--- config.mk ---
export PLATFORM = sky130hd
export DESIGN_NAME = button_debounce
export DESIGN_NICKNAME = d
export VERILOG_FILES = /design/src/rtl/btn_pkg.sv /design/src/rtl/btn_sync.sv /design/src/rtl/button_debounce.sv
export SDC_FILE = /design/constraint.sdc
export NUM_CORES = 1
export LEC_CHECK = 0
export ABC_AREA = 1
export CORE_ASPECT_RATIO = 1.4
export CORE_UTILIZATION = 53
export DETAILED_ROUTE_END_ITERATION = 6
export PLACE_DENSITY = 0.72
export SLEW_MARGIN = 25
export SYNTH_ARGS = -nofsm -noshare
export SYNTH_HDL_FRONTEND = slang
export SYNTH_SLANG_ARGS = --single-unit
export TNS_END_PERCENT = 1
--- constraint.sdc ---
create_clock -name clk -period 1.3 [get_ports clk]
set_input_delay 0.13 -clock clk [delete_from_list [all_inputs] [get_ports clk]]
set_output_delay 0.13 -clock clk [all_outputs]
set_load 0.01 [all_outputs]
--- src/rtl/btn_pkg.sv ---
// Shared types and default constants for the speed-button conditioning path.
package btn_pkg;

    typedef enum logic [1:0] {
        IDLE    = 2'd0,
        ARM_HI  = 2'd1,
        PRESSED = 2'd2,
        ARM_LO  = 2'd3
    } btn_state_e;

    localparam int unsigned SYNC_STAGES_DEF  = 2;
    localparam int unsigned DEBOUNCE_CYC_DEF = 20000;
    localparam int unsigned LONG_CYC_DEF     = 1000000;
    localparam int unsigned CNT_W_DEF        = 20;

endpackage

--- src/rtl/btn_sync.sv ---
// Multi-stage flop synchronizer for the raw asynchronous button input.
module btn_sync #(
    parameter int unsigned STAGES = 2
) (
    input  logic clk,
    input  logic reset,
    input  logic d_i,
    output logic q_o
);

    logic [STAGES-1:0] sync_q;

    always_ff @(posedge clk) begin
        if (reset) begin
            sync_q <= '0;
        end else begin
            sync_q <= {sync_q[STAGES-2:0], d_i};
        end
    end

    assign q_o = sync_q[STAGES-1];

endmodule

--- src/rtl/button_debounce.sv ---
// Debounces the speed button into level, press, release and (with BTN_LONGPRESS_EN) long-hold events.
module button_debounce
    import btn_pkg::*;
#(
    parameter int unsigned SYNC_STAGES  = SYNC_STAGES_DEF,
    parameter int unsigned DEBOUNCE_CYC = DEBOUNCE_CYC_DEF,
    parameter int unsigned LONG_CYC     = LONG_CYC_DEF,
    parameter int unsigned CNT_W        = CNT_W_DEF
) (
    input  logic clk,
    input  logic reset,
    input  logic btn_in,
    output logic btn_level,
    output logic press_pulse,
    output logic release_pulse,
    output logic long_pulse
);

    localparam logic [CNT_W-1:0] DB_LAST = CNT_W'(DEBOUNCE_CYC - 1);

    if (SYNC_STAGES < 2 || DEBOUNCE_CYC < 1 || LONG_CYC < 2 ||
        (64'd1 << CNT_W) <= 64'(DEBOUNCE_CYC) || (64'd1 << CNT_W) <= 64'(LONG_CYC)) begin : g_param_err
        $error("button_debounce: illegal parameter combination");
    end

    logic s;

    btn_sync #(
        .STAGES (SYNC_STAGES)
    ) u_sync (
        .clk   (clk),
        .reset (reset),
        .d_i   (btn_in),
        .q_o   (s)
    );

    btn_state_e       state_q, state_d;
    logic [CNT_W-1:0] cnt_q, cnt_d;
    logic             level_q, level_d;
    logic             press_q, press_d;
    logic             release_q, release_d;

`ifdef BTN_LONGPRESS_EN
    localparam logic [CNT_W-1:0] LONG_LAST = CNT_W'(LONG_CYC - 1);
    localparam logic [CNT_W-1:0] LONG_PRE  = CNT_W'(LONG_CYC - 2);

    // Hold counter is separate from the debounce counter so a bounce through ARM_LO only pauses it.
    logic [CNT_W-1:0] hold_q, hold_d;
    logic             long_q, long_d;
`endif

    always_ff @(posedge clk) begin
        if (reset) begin
            state_q   <= IDLE;
            cnt_q     <= '0;
            level_q   <= 1'b0;
            press_q   <= 1'b0;
            release_q <= 1'b0;
`ifdef BTN_LONGPRESS_EN
            hold_q    <= '0;
            long_q    <= 1'b0;
`endif
        end else begin
            state_q   <= state_d;
            cnt_q     <= cnt_d;
            level_q   <= level_d;
            press_q   <= press_d;
            release_q <= release_d;
`ifdef BTN_LONGPRESS_EN
            hold_q    <= hold_d;
            long_q    <= long_d;
`endif
        end
    end

    always_comb begin
        state_d   = state_q;
        cnt_d     = cnt_q;
        press_d   = 1'b0;
        release_d = 1'b0;
`ifdef BTN_LONGPRESS_EN
        hold_d    = hold_q;
        long_d    = 1'b0;
`endif
        unique case (state_q)
            IDLE: begin
                if (s) begin
                    state_d = ARM_HI;
                    cnt_d   = '0;
                end
            end
            ARM_HI: begin
                if (!s) begin
                    state_d = IDLE;
                    cnt_d   = '0;
                end else if (cnt_q == DB_LAST) begin
                    state_d = PRESSED;
                    cnt_d   = '0;
                    press_d = 1'b1;
`ifdef BTN_LONGPRESS_EN
                    hold_d  = '0;
`endif
                end else begin
                    cnt_d = cnt_q + CNT_W'(1);
                end
            end
            PRESSED: begin
                if (!s) begin
                    state_d = ARM_LO;
                    cnt_d   = '0;
                end
`ifdef BTN_LONGPRESS_EN
                else if (hold_q != LONG_LAST) begin
                    hold_d = hold_q + CNT_W'(1);
                    long_d = (hold_q == LONG_PRE);
                end
`endif
            end
            ARM_LO: begin
                if (s) begin
                    state_d = PRESSED;
                    cnt_d   = '0;
                end else if (cnt_q == DB_LAST) begin
                    state_d   = IDLE;
                    cnt_d     = '0;
                    release_d = 1'b1;
                end else begin
                    cnt_d = cnt_q + CNT_W'(1);
                end
            end
            default: begin
                state_d = IDLE;
                cnt_d   = '0;
            end
        endcase
        level_d = (state_d == PRESSED) || (state_d == ARM_LO);
    end

    assign btn_level     = level_q;
    assign press_pulse   = press_q;
    assign release_pulse = release_q;
`ifdef BTN_LONGPRESS_EN
    assign long_pulse    = long_q;
`else
    assign long_pulse    = 1'b0;
`endif

endmodule

==> results of run 1 <==
[layer usage]
layer	up-vias	GRT usage, %	share of wire, %
li1	779	-	-
met4	0	13.9	4.1
met5	-	0	0
met3	14	3.30	2.5
met1	731	27.4	38
met2	31	47.9	55
[worst register-to-register path: stages (launching register included)]
cell	delay [ps]
dfxtp_2	380
ha_4	150
nand2_4	50
nor2_4	150
nand3_4	170
nand2_4	140
nand2_8	80
nand3b_1	100
inv_1	50
[logic make-up after synthesis]
| family | count (synthesis) | share of synthesized area [%] |
|---|---|---|
| flops | 27 | 35.2 |
| buf+inv | 33 | 9.12 |
| compound gates | 12 | 5.37 |
| other cells | 1 | 0.244 |
| fa+ha+maj | 1 | 0.814 |
| simple gates | 138 | 45.8 |
| xor+xnor | 6 | 3.42 |
[metrics by stage]
step                      instance area (um^2)  utilization [%]
final                                     2110             78.1
after CTS                                 1860             69.1
after global routing                      2110             78.1
after floorplan                           1540                -
after detailed placement                  1810             67.2
after global placement                    1810             67.2
[placed cells by master (no fill, tap or decap), types with 2 or more instances in the layout]
cell,count
inv_1,21
nand4_1,4
nor3_2,4
nand3_1,25
dlygate4sd2_1,3
nand3_4,2
clkbuf_4,3
nor3_1,3
clkdlybuf4s50_1,2
nand2_2,4
dfxtp_4,2
nand3_2,5
a21oi_1,6
xor2_1,6
inv_4,2
inv_2,6
dfxtp_1,12
nor2_1,26
o21bai_1,2
nand2_4,7
nor2_4,6
nand2_8,2
nand2_1,36
buf_4,37
o21ai_0,2
dfxtp_2,13
nor2_2,12
[worst max-delay path by stage]
stage	slack, ps	start	endpoint
floorplan	-8	cnt_q[0]	cnt_q[12]
finish	-60	cnt_q[0]	cnt_q[2]
CTS	-80	cnt_q[1]	cnt_q[7]
global placement	-40	cnt_q[0]	cnt_q[12]
detailed placement	-90	cnt_q[0]	cnt_q[12]
global route	-140	cnt_q[16]	cnt_q[2]
[state kept, by name, indices dropped and copies added, names as in the netlist]
register	count
cnt_q	20
state_q	2
u_sync.sync_q	2
btn_level	1
press_pulse	1
release_pulse	1
[layout make-up]
type | instances | share of cell area, %
Clock buffer | 3 | 1.07
Clock inverter | 1 | 0.238
Inverter | 29 | 5.40
Multi-Input combinational cell | 158 | 47.5
Sequential cell | 27 | 26.8
Tap cell | 36 | 2.14
Timing Repair Buffer | 44 | 16.9
[what timing repair did]
action	4_1_cts	5_1_grt
gates resized for setup	15	49
buffers inserted	0	11
pin swaps	9	22
setup endpoints to repair	26	25
[power breakdown]
group          total (uW)  internal, uW  switching (uW)
Sequential            831           828            3.26
Combinational         116          46.2            70.2
Clock                 371           115             256
Total                1320           989             329
[cells in the mapped netlist]
library cell / n / area, um^2
a21oi_1: 6 / 30.0
a21oi_4: 1 / 16.3
buf_2: 1 / 5.00
buf_4: 1 / 7.51
buf_6: 1 / 11.3
clkbuf_4: 1 / 7.51
conb_1: 1 / 3.75
dfxtp_1: 27 / 541
ha_1: 1 / 12.5
inv_1: 27 / 101
inv_2: 2 / 7.51
nand2_1: 42 / 158
nand2_2: 3 / 18.8
nand2_4: 4 / 45.0
nand3_1: 29 / 145
nand3_2: 1 / 10.0
nand3_4: 2 / 35.0
nand3b_1: 1 / 7.51
nand4_1: 4 / 25.0
nor2_1: 38 / 143
nor2_2: 3 / 18.8
nor2_4: 3 / 33.8
nor2_8: 1 / 20.0
nor3_1: 5 / 25.0
nor3_2: 2 / 20.0
o21ai_0: 2 / 10.0
o21bai_1: 2 / 15.0
o21bai_2: 1 / 11.3
xor2_1: 6 / 52.6
==> impl_metrics.prom, run 1 <==
# TYPE chip_impl_metric gauge
chip_impl_metric{name="achievable-frequency",unit="GHz"} 0.733
chip_impl_metric{name="die_h",unit="um"} 65.7
chip_impl_info{name="grt_setup_unrepaired",value="yes"} 1
chip_impl_metric{name="drt-pass1-iter-count",unit=""} 4
chip_impl_metric{name="nFillCells",unit=""} 205
chip_impl_info{name="regToRegStartpoint",value="cnt_q[0]"} 1
chip_impl_metric{name="num_cts_buffers",unit=""} 3
chip_impl_metric{name="final_layout_size_suffix_gt1_share",unit="%"} 42.7
chip_impl_metric{name="clock_buffer_depth",unit=""} 2
chip_impl_metric{name="drv_slew",unit=""} 0
chip_impl_metric{name="fp.dieArea",unit="um^2"} 3120
chip_impl_metric{name="htreeDepth",unit=""} 1
chip_impl_info{name="critical_path.cell_chain",value="ha_4 -> nand2_4 -> nor2_4 -> nand3_4 -> nand2_4 -> nand2_8 -> nand3b_1 -> inv_1"} 1
chip_impl_metric{name="critPathMaxStageDelay",unit="ps"} 380
chip_impl_metric{name="io_buffer_count",unit=""} 5
chip_impl_metric{name="place_inst",unit=""} 283
chip_impl_info{name="worst_hold_path.endpoint",value="u_sync.sync_q[0]"} 1
chip_impl_metric{name="clkTransAtPathRegs",unit="ps"} 150
chip_impl_info{name="outcome",value="complete, but fails checks"} 1
chip_impl_metric{name="clock_insertion_delay_at_the_later_pin_of_the_skew_report",unit="ps"} 320
chip_impl_metric{name="static-leakage-power",unit="uW"} 0.000903
chip_impl_metric{name="initial_core_util",unit="%"} 57.0
chip_impl_metric{name="dr_total_vias",unit=""} 1555
chip_impl_metric{name="cp.buffers_inverters",unit=""} 1
chip_impl_info{name="clock_tree.root_cell",value="clkbuf_4"} 1
chip_impl_metric{name="clock_sink_count",unit=""} 27
chip_impl_metric{name="yosysUniqueCellTypes",unit=""} 29
chip_impl_metric{name="io_pins",unit=""} 7
chip_impl_info{name="crit_family",value="simple AND/OR/NAND/NOR gates"} 1
chip_impl_metric{name="post-route-worst-setup-slack",unit="ps"} -64.6
chip_impl_metric{name="synthesis.area",unit="um^2"} 1540
chip_impl_metric{name="wire_per_inst",unit="um"} 13.5
chip_impl_info{name="hold_path_class",value="in -> reg"} 1
chip_impl_metric{name="route.detailed.vias_per_inst",unit=""} 5.22
chip_impl_info{name="critPathLaunchType",value="flip-flop"} 1
chip_impl_metric{name="period_minus_slack",unit="ps"} 1360
chip_impl_metric{name="sequential_to_total_area_share_from_yosys_stat",unit="%"} 35.2
chip_impl_metric{name="post_syn_nets",unit=""} 222
chip_impl_metric{name="design_power_total",unit="uW"} 1320
chip_impl_info{name="clock_tree_from_tritoncts",value="built"} 1
chip_impl_info{name="critical_path.slowest_cell",value="dfxtp_2"} 1
chip_impl_info{name="hold_path_startpoint",value="btn_in"} 1
chip_impl_metric{name="design.final.nets",unit=""} 267
chip_impl_metric{name="sequential_area",unit="um^2"} 564
chip_impl_metric{name="powerDensity",unit="nW/um^2"} 626
chip_impl_metric{name="hold-worst-slack",unit="ps"} 312
chip_impl_metric{name="cp_data_arrival_time",unit="ps"} 1600
chip_impl_metric{name="totalNegativeSetupSlack",unit="ps"} -796
chip_impl_metric{name="diodes",unit=""} 0
chip_impl_metric{name="area_delta_synth_final",unit="%"} 37.1
chip_impl_metric{name="remaining_drc_errors",unit=""} 0
chip_impl_metric{name="grt_first_pass_wirelength",unit="um"} 5930
chip_impl_metric{name="path_depth",unit=""} 8
chip_impl_metric{name="max-cap-violations",unit=""} 0
chip_impl_metric{name="globalplace.congestion",unit=""} 0.956
chip_impl_metric{name="critPathRequiredTime",unit="ps"} 1540
chip_impl_metric{name="placementRows",unit=""} 22
chip_impl_metric{name="initialDrtViolationCount",unit=""} 44
chip_impl_metric{name="reg2reg_path_depth",unit=""} 8
chip_impl_metric{name="routed_wire_length",unit="um"} 4010
chip_impl_metric{name="place_ws",unit="ps"} -88.0
chip_impl_metric{name="area_of_the_placeable_core",unit="um^2"} 2700
chip_impl_info{name="end_kind",value="flip-flop"} 1
chip_impl_metric{name="syn-mean-instance-area",unit="um^2"} 7.05
chip_impl_metric{name="yosys_warnings",unit=""} 0
chip_impl_metric{name="final_cells",unit=""} 298
chip_impl_metric{name="first_global_vias",unit=""} 1439
chip_impl_metric{name="timing.final.hold_violations",unit=""} 0
chip_impl_metric{name="number_of_cells_on_the_worst_hold_path",unit=""} 3
chip_impl_metric{name="multi_input_comb_area",unit="um^2"} 1000
chip_impl_metric{name="clock-skew-final",unit="ps"} 4.99
chip_impl_metric{name="detailedPlacementHpwl",unit="um"} 2780
chip_impl_info{name="path_common_cell",value="nand2_4"} 1
chip_impl_metric{name="floorplan.die.width",unit="um"} 47.5
chip_impl_metric{name="crit_fanout",unit=""} 6
chip_impl_metric{name="drtAntennaViolNets",unit=""} 0
chip_impl_info{name="worst-setup-path-type",value="reg -> reg"} 1
chip_impl_metric{name="timing.final.crit_share",unit="%"} 105
chip_impl_metric{name="synth.ff_latch_count",unit=""} 27
chip_impl_metric{name="grt_overflow_total",unit=""} 0
chip_impl_info{name="critical_path.reg2reg.endpoint",value="cnt_q[2]"} 1
chip_impl_metric{name="grt_start_max_net_pins",unit=""} 20
chip_impl_metric{name="grtUsageTotal",unit="%"} 26.4
chip_impl_metric{name="initial_antenna_violation_count",unit=""} 0
chip_impl_metric{name="cts-hold-fix-buffers",unit=""} 0
chip_impl_metric{name="rrSetupSlack",unit="ps"} -60
chip_impl_info{name="violations",value="negative setup slack"} 1
chip_impl_metric{name="vdd_ir_drop_max",unit="mV"} 0.624
chip_impl_metric{name="synthesis.instances",unit=""} 218
chip_impl_metric{name="endpoints_failing_setup",unit=""} 22
No activity file was read; power rests on OpenSTA's default activity.
==> run 2: changes to the inputs <==
--- a/config.mk
+++ b/config.mk
@@ -12,2 +12,3 @@
 export PLACE_DENSITY = 0.72
+export SKIP_LAST_GASP = 1
 export SLEW_MARGIN = 25
--- a/constraint.sdc
+++ b/constraint.sdc
@@ -3,2 +3,2 @@
 set_output_delay 0.13 -clock clk [all_outputs]
-set_load 0.01 [all_outputs]
+set_load 0.02 [all_outputs]
==> run 2 against run 1 <==
Net effect:
- global-route usage fell by 0.59 points
- via count down 2.3%
- register-to-register slack lost 50 ps
- sequential share of layout area up 0.85 points
- power decreased by 0.17%
- first-iteration DRC count down 14%
- critical endpoint is now cnt_q[6]
- worst hold slack lost 4.7 ps
- clock-buffer cell count unchanged
- critical path type unchanged
- the flow still finishes with violations (negative setup slack)
- die area stayed put
==> impl_metrics.prom, run 2 (synthesized netlist as in run 1, its figures left out) <==
# TYPE chip_impl_metric gauge
chip_impl_metric{name="grtUsageTotal",unit="%"} 25.8
chip_impl_metric{name="dr_total_vias",unit=""} 1519
chip_impl_metric{name="power.switching_fraction",unit="%"} 24.9
chip_impl_metric{name="largest_register_ff_count",unit=""} 20
chip_impl_metric{name="num_cts_buffers",unit=""} 3
chip_impl_metric{name="grt_start_max_net_pins",unit=""} 20
chip_impl_metric{name="design.final.nets",unit=""} 265
chip_impl_info{name="crit_family",value="flip-flops"} 1
chip_impl_metric{name="place_area",unit="um^2"} 1810
chip_impl_metric{name="clock_sink_count",unit=""} 27
chip_impl_info{name="reg_top3",value="cnt_q: 20 flops, state_q: 2 flops, u_sync.sync_q: 2 flops"} 1
chip_impl_metric{name="final_layout_size_suffix_gt1_share",unit="%"} 33.8
chip_impl_metric{name="power.switching",unit="uW"} 328
chip_impl_metric{name="clock-skew-final",unit="ps"} 3.86
chip_impl_info{name="end_kind",value="flip-flop"} 1
chip_impl_info{name="violations",value="negative setup slack"} 1
chip_impl_metric{name="place_ws",unit="ps"} -88.0
chip_impl_metric{name="drv_slew",unit=""} 0
chip_impl_metric{name="clock_buffer_depth",unit=""} 2
chip_impl_metric{name="multi_input_comb_area",unit="um^2"} 923
chip_impl_metric{name="grtUsageMet3",unit="%"} 3.30
chip_impl_metric{name="vdd_ir_drop_max",unit="mV"} 0.571
chip_impl_metric{name="routed_wire_length",unit="um"} 3720
chip_impl_metric{name="timing.final.hold_violations",unit=""} 0
chip_impl_metric{name="grt_met2_use",unit="%"} 47.1
chip_impl_metric{name="powerDensity",unit="nW/um^2"} 664
chip_impl_metric{name="area_delta_synth_final",unit="%"} 29.1
chip_impl_info{name="max_flop_register",value="cnt_q"} 1
chip_impl_metric{name="initial_core_util",unit="%"} 57.0
chip_impl_info{name="clock_tree.root_cell",value="clkbuf_4"} 1
chip_impl_info{name="worst-setup-path-type",value="reg -> reg"} 1
chip_impl_metric{name="post-route-util",unit="%"} 73.5
chip_impl_metric{name="area_of_the_placeable_core",unit="um^2"} 2700
chip_impl_info{name="hold_path_class",value="in -> reg"} 1
chip_impl_metric{name="global_route.usage.met1",unit="%"} 26.9
chip_impl_metric{name="share_seq_of_total_power",unit="%"} 63.4
chip_impl_metric{name="initial_antenna_violation_count",unit=""} 0
chip_impl_metric{name="htreeDepth",unit=""} 1
chip_impl_metric{name="p_comb_share",unit="%"} 8.0
chip_impl_info{name="clock_tree_from_tritoncts",value="built"} 1
chip_impl_metric{name="clock_insertion_delay_at_the_later_pin_of_the_skew_report",unit="ps"} 330
chip_impl_metric{name="die_h",unit="um"} 65.7
chip_impl_metric{name="clock_power_share",unit="%"} 28.6
chip_impl_metric{name="critPathRequiredTime",unit="ps"} 1570
chip_impl_metric{name="hold-worst-slack",unit="ps"} 308
chip_impl_info{name="final_cell_mix",value="nand2_1, buf_4, nor2_1"} 1
chip_impl_metric{name="timing.final.crit_share",unit="%"} 109
chip_impl_metric{name="io_pins",unit=""} 7
chip_impl_metric{name="globalplace.congestion",unit=""} 0.956
chip_impl_metric{name="placementRows",unit=""} 22
chip_impl_metric{name="cp_data_arrival_time",unit="ps"} 1690
chip_impl_metric{name="drtAntennaViolNets",unit=""} 0
chip_impl_metric{name="period_minus_slack",unit="ps"} 1420
chip_impl_metric{name="detailedPlacementHpwl",unit="um"} 2780
chip_impl_metric{name="totalNegativeSetupSlack",unit="ps"} -2050
chip_impl_metric{name="max-cap-violations",unit=""} 0
chip_impl_metric{name="clkTransAtPathRegs",unit="ps"} 150
chip_impl_metric{name="route.detailed.vias_per_inst",unit=""} 5.13
chip_impl_metric{name="static-leakage-power",unit="uW"} 0.000834
chip_impl_metric{name="rrSetupSlack",unit="ps"} -120
chip_impl_info{name="layout_commonest_cell",value="nand2_1"} 1
chip_impl_metric{name="grt_first_pass_wirelength",unit="um"} 5780
chip_impl_metric{name="postLayoutCellArea",unit="um^2"} 1980
chip_impl_metric{name="first_global_vias",unit=""} 1424
chip_impl_metric{name="drt-pass1-iter-count",unit=""} 4
chip_impl_metric{name="remaining_drc_errors",unit=""} 0
chip_impl_metric{name="diodes",unit=""} 0
chip_impl_metric{name="endpoints_failing_setup",unit=""} 27
chip_impl_info{name="critical_path.cell_chain",value="ha_4 -> buf_4 -> buf_4 -> nand3_1 -> nor2_1 -> xor2_1 -> nand3_1 -> a21oi_1"} 1
chip_impl_metric{name="nFillCells",unit=""} 240
chip_impl_metric{name="crit_fanout",unit=""} 2
chip_impl_metric{name="post-route-worst-setup-slack",unit="ps"} -117
chip_impl_info{name="critPathLaunchType",value="flip-flop"} 1
chip_impl_info{name="outcome",value="complete, but fails checks"} 1
chip_impl_metric{name="floorplan.die.width",unit="um"} 47.5
chip_impl_metric{name="cp.buffers_inverters",unit=""} 2
chip_impl_metric{name="critPathMaxStageDelay",unit="ps"} 390
chip_impl_metric{name="initialDrtViolationCount",unit=""} 38
chip_impl_metric{name="wire_per_inst",unit="um"} 12.6
chip_impl_metric{name="io_buffer_count",unit=""} 5
chip_impl_metric{name="grt_overflow_total",unit=""} 0
chip_impl_metric{name="power_report.internal_total",unit="uW"} 988
chip_impl_metric{name="fp.dieArea",unit="um^2"} 3120
chip_impl_info{name="grt-busiest-layer",value="met2"} 1
chip_impl_metric{name="achievable-frequency",unit="GHz"} 0.706
chip_impl_info{name="critical_path.slowest_cell",value="dfxtp_2"} 1
chip_impl_metric{name="sequential_area",unit="um^2"} 548
chip_impl_info{name="grt_setup_unrepaired",value="yes"} 1
[run 2: path summary, 6_finish.rpt]
check	cells after the start	to	startpoint
worst min-delay path	3	u_sync.sync_q[0]	btn_in
worst max register to register	8	cnt_q[6]	cnt_q[1]
worst max-delay path	8	cnt_q[6]	cnt_q[1]
worst min register to register	2	u_sync.sync_q[1]	u_sync.sync_q[0]
[run 2: power by group through the flow]
stage               clock, uW  sequential, uW  combinational, uW
global placement            0             852               84.9
global route              418             835                113
floorplan                   0             853               64.1
finish                    377             834                105
CTS                       387             835               86.7
detailed placement          0             852               87.1
[run 2: per-layer routing]
layer / vias to the layer above / wire length (um)
li1: 770 / -
met1: 697 / 1460
met2: 36 / 1960
met3: 16 / 128
met4: 0 / 182
met5: - / 0
[run 2: worst reg2reg max path: stages, from the launching register on]
cell and delay (ps):
dfxtp_2 390, ha_4 140, buf_4 100, buf_4 100
nand3_1 80, nor2_1 150, xor2_1 200, nand3_1 90
a21oi_1 120
[run 2: through the flow]
| step | power [uW] | instances |
|---|---|---|
| final | 1320 | 296 |
| after global routing | 1370 | 296 |
| after CTS | 1310 | 287 |
| after detailed placement | 939 | 283 |
| after global placement | 937 | 283 |
| after floorplan | 917 | 218 |
[run 2: repair_timing]
action | CTS | global route
cloned | 0 | 0
pin swaps | 0 | 6
resized for setup | 1 | 27
setup buffers | 0 | 9
hold buffers | 0 | 0
endpoints found under the setup margin | 26 | 27
[run 2: final cells by class]
| class | instances | area share, % |
|---|---|---|
| Sequential cell | 27 | 27.6 |
| Clock buffer | 3 | 1.14 |
| Multi-Input combinational cell | 158 | 46.6 |
| Timing Repair Buffer | 42 | 16.7 |
| Clock inverter | 1 | 0.252 |
| Tap cell | 36 | 2.27 |
| Inverter | 29 | 5.49 |
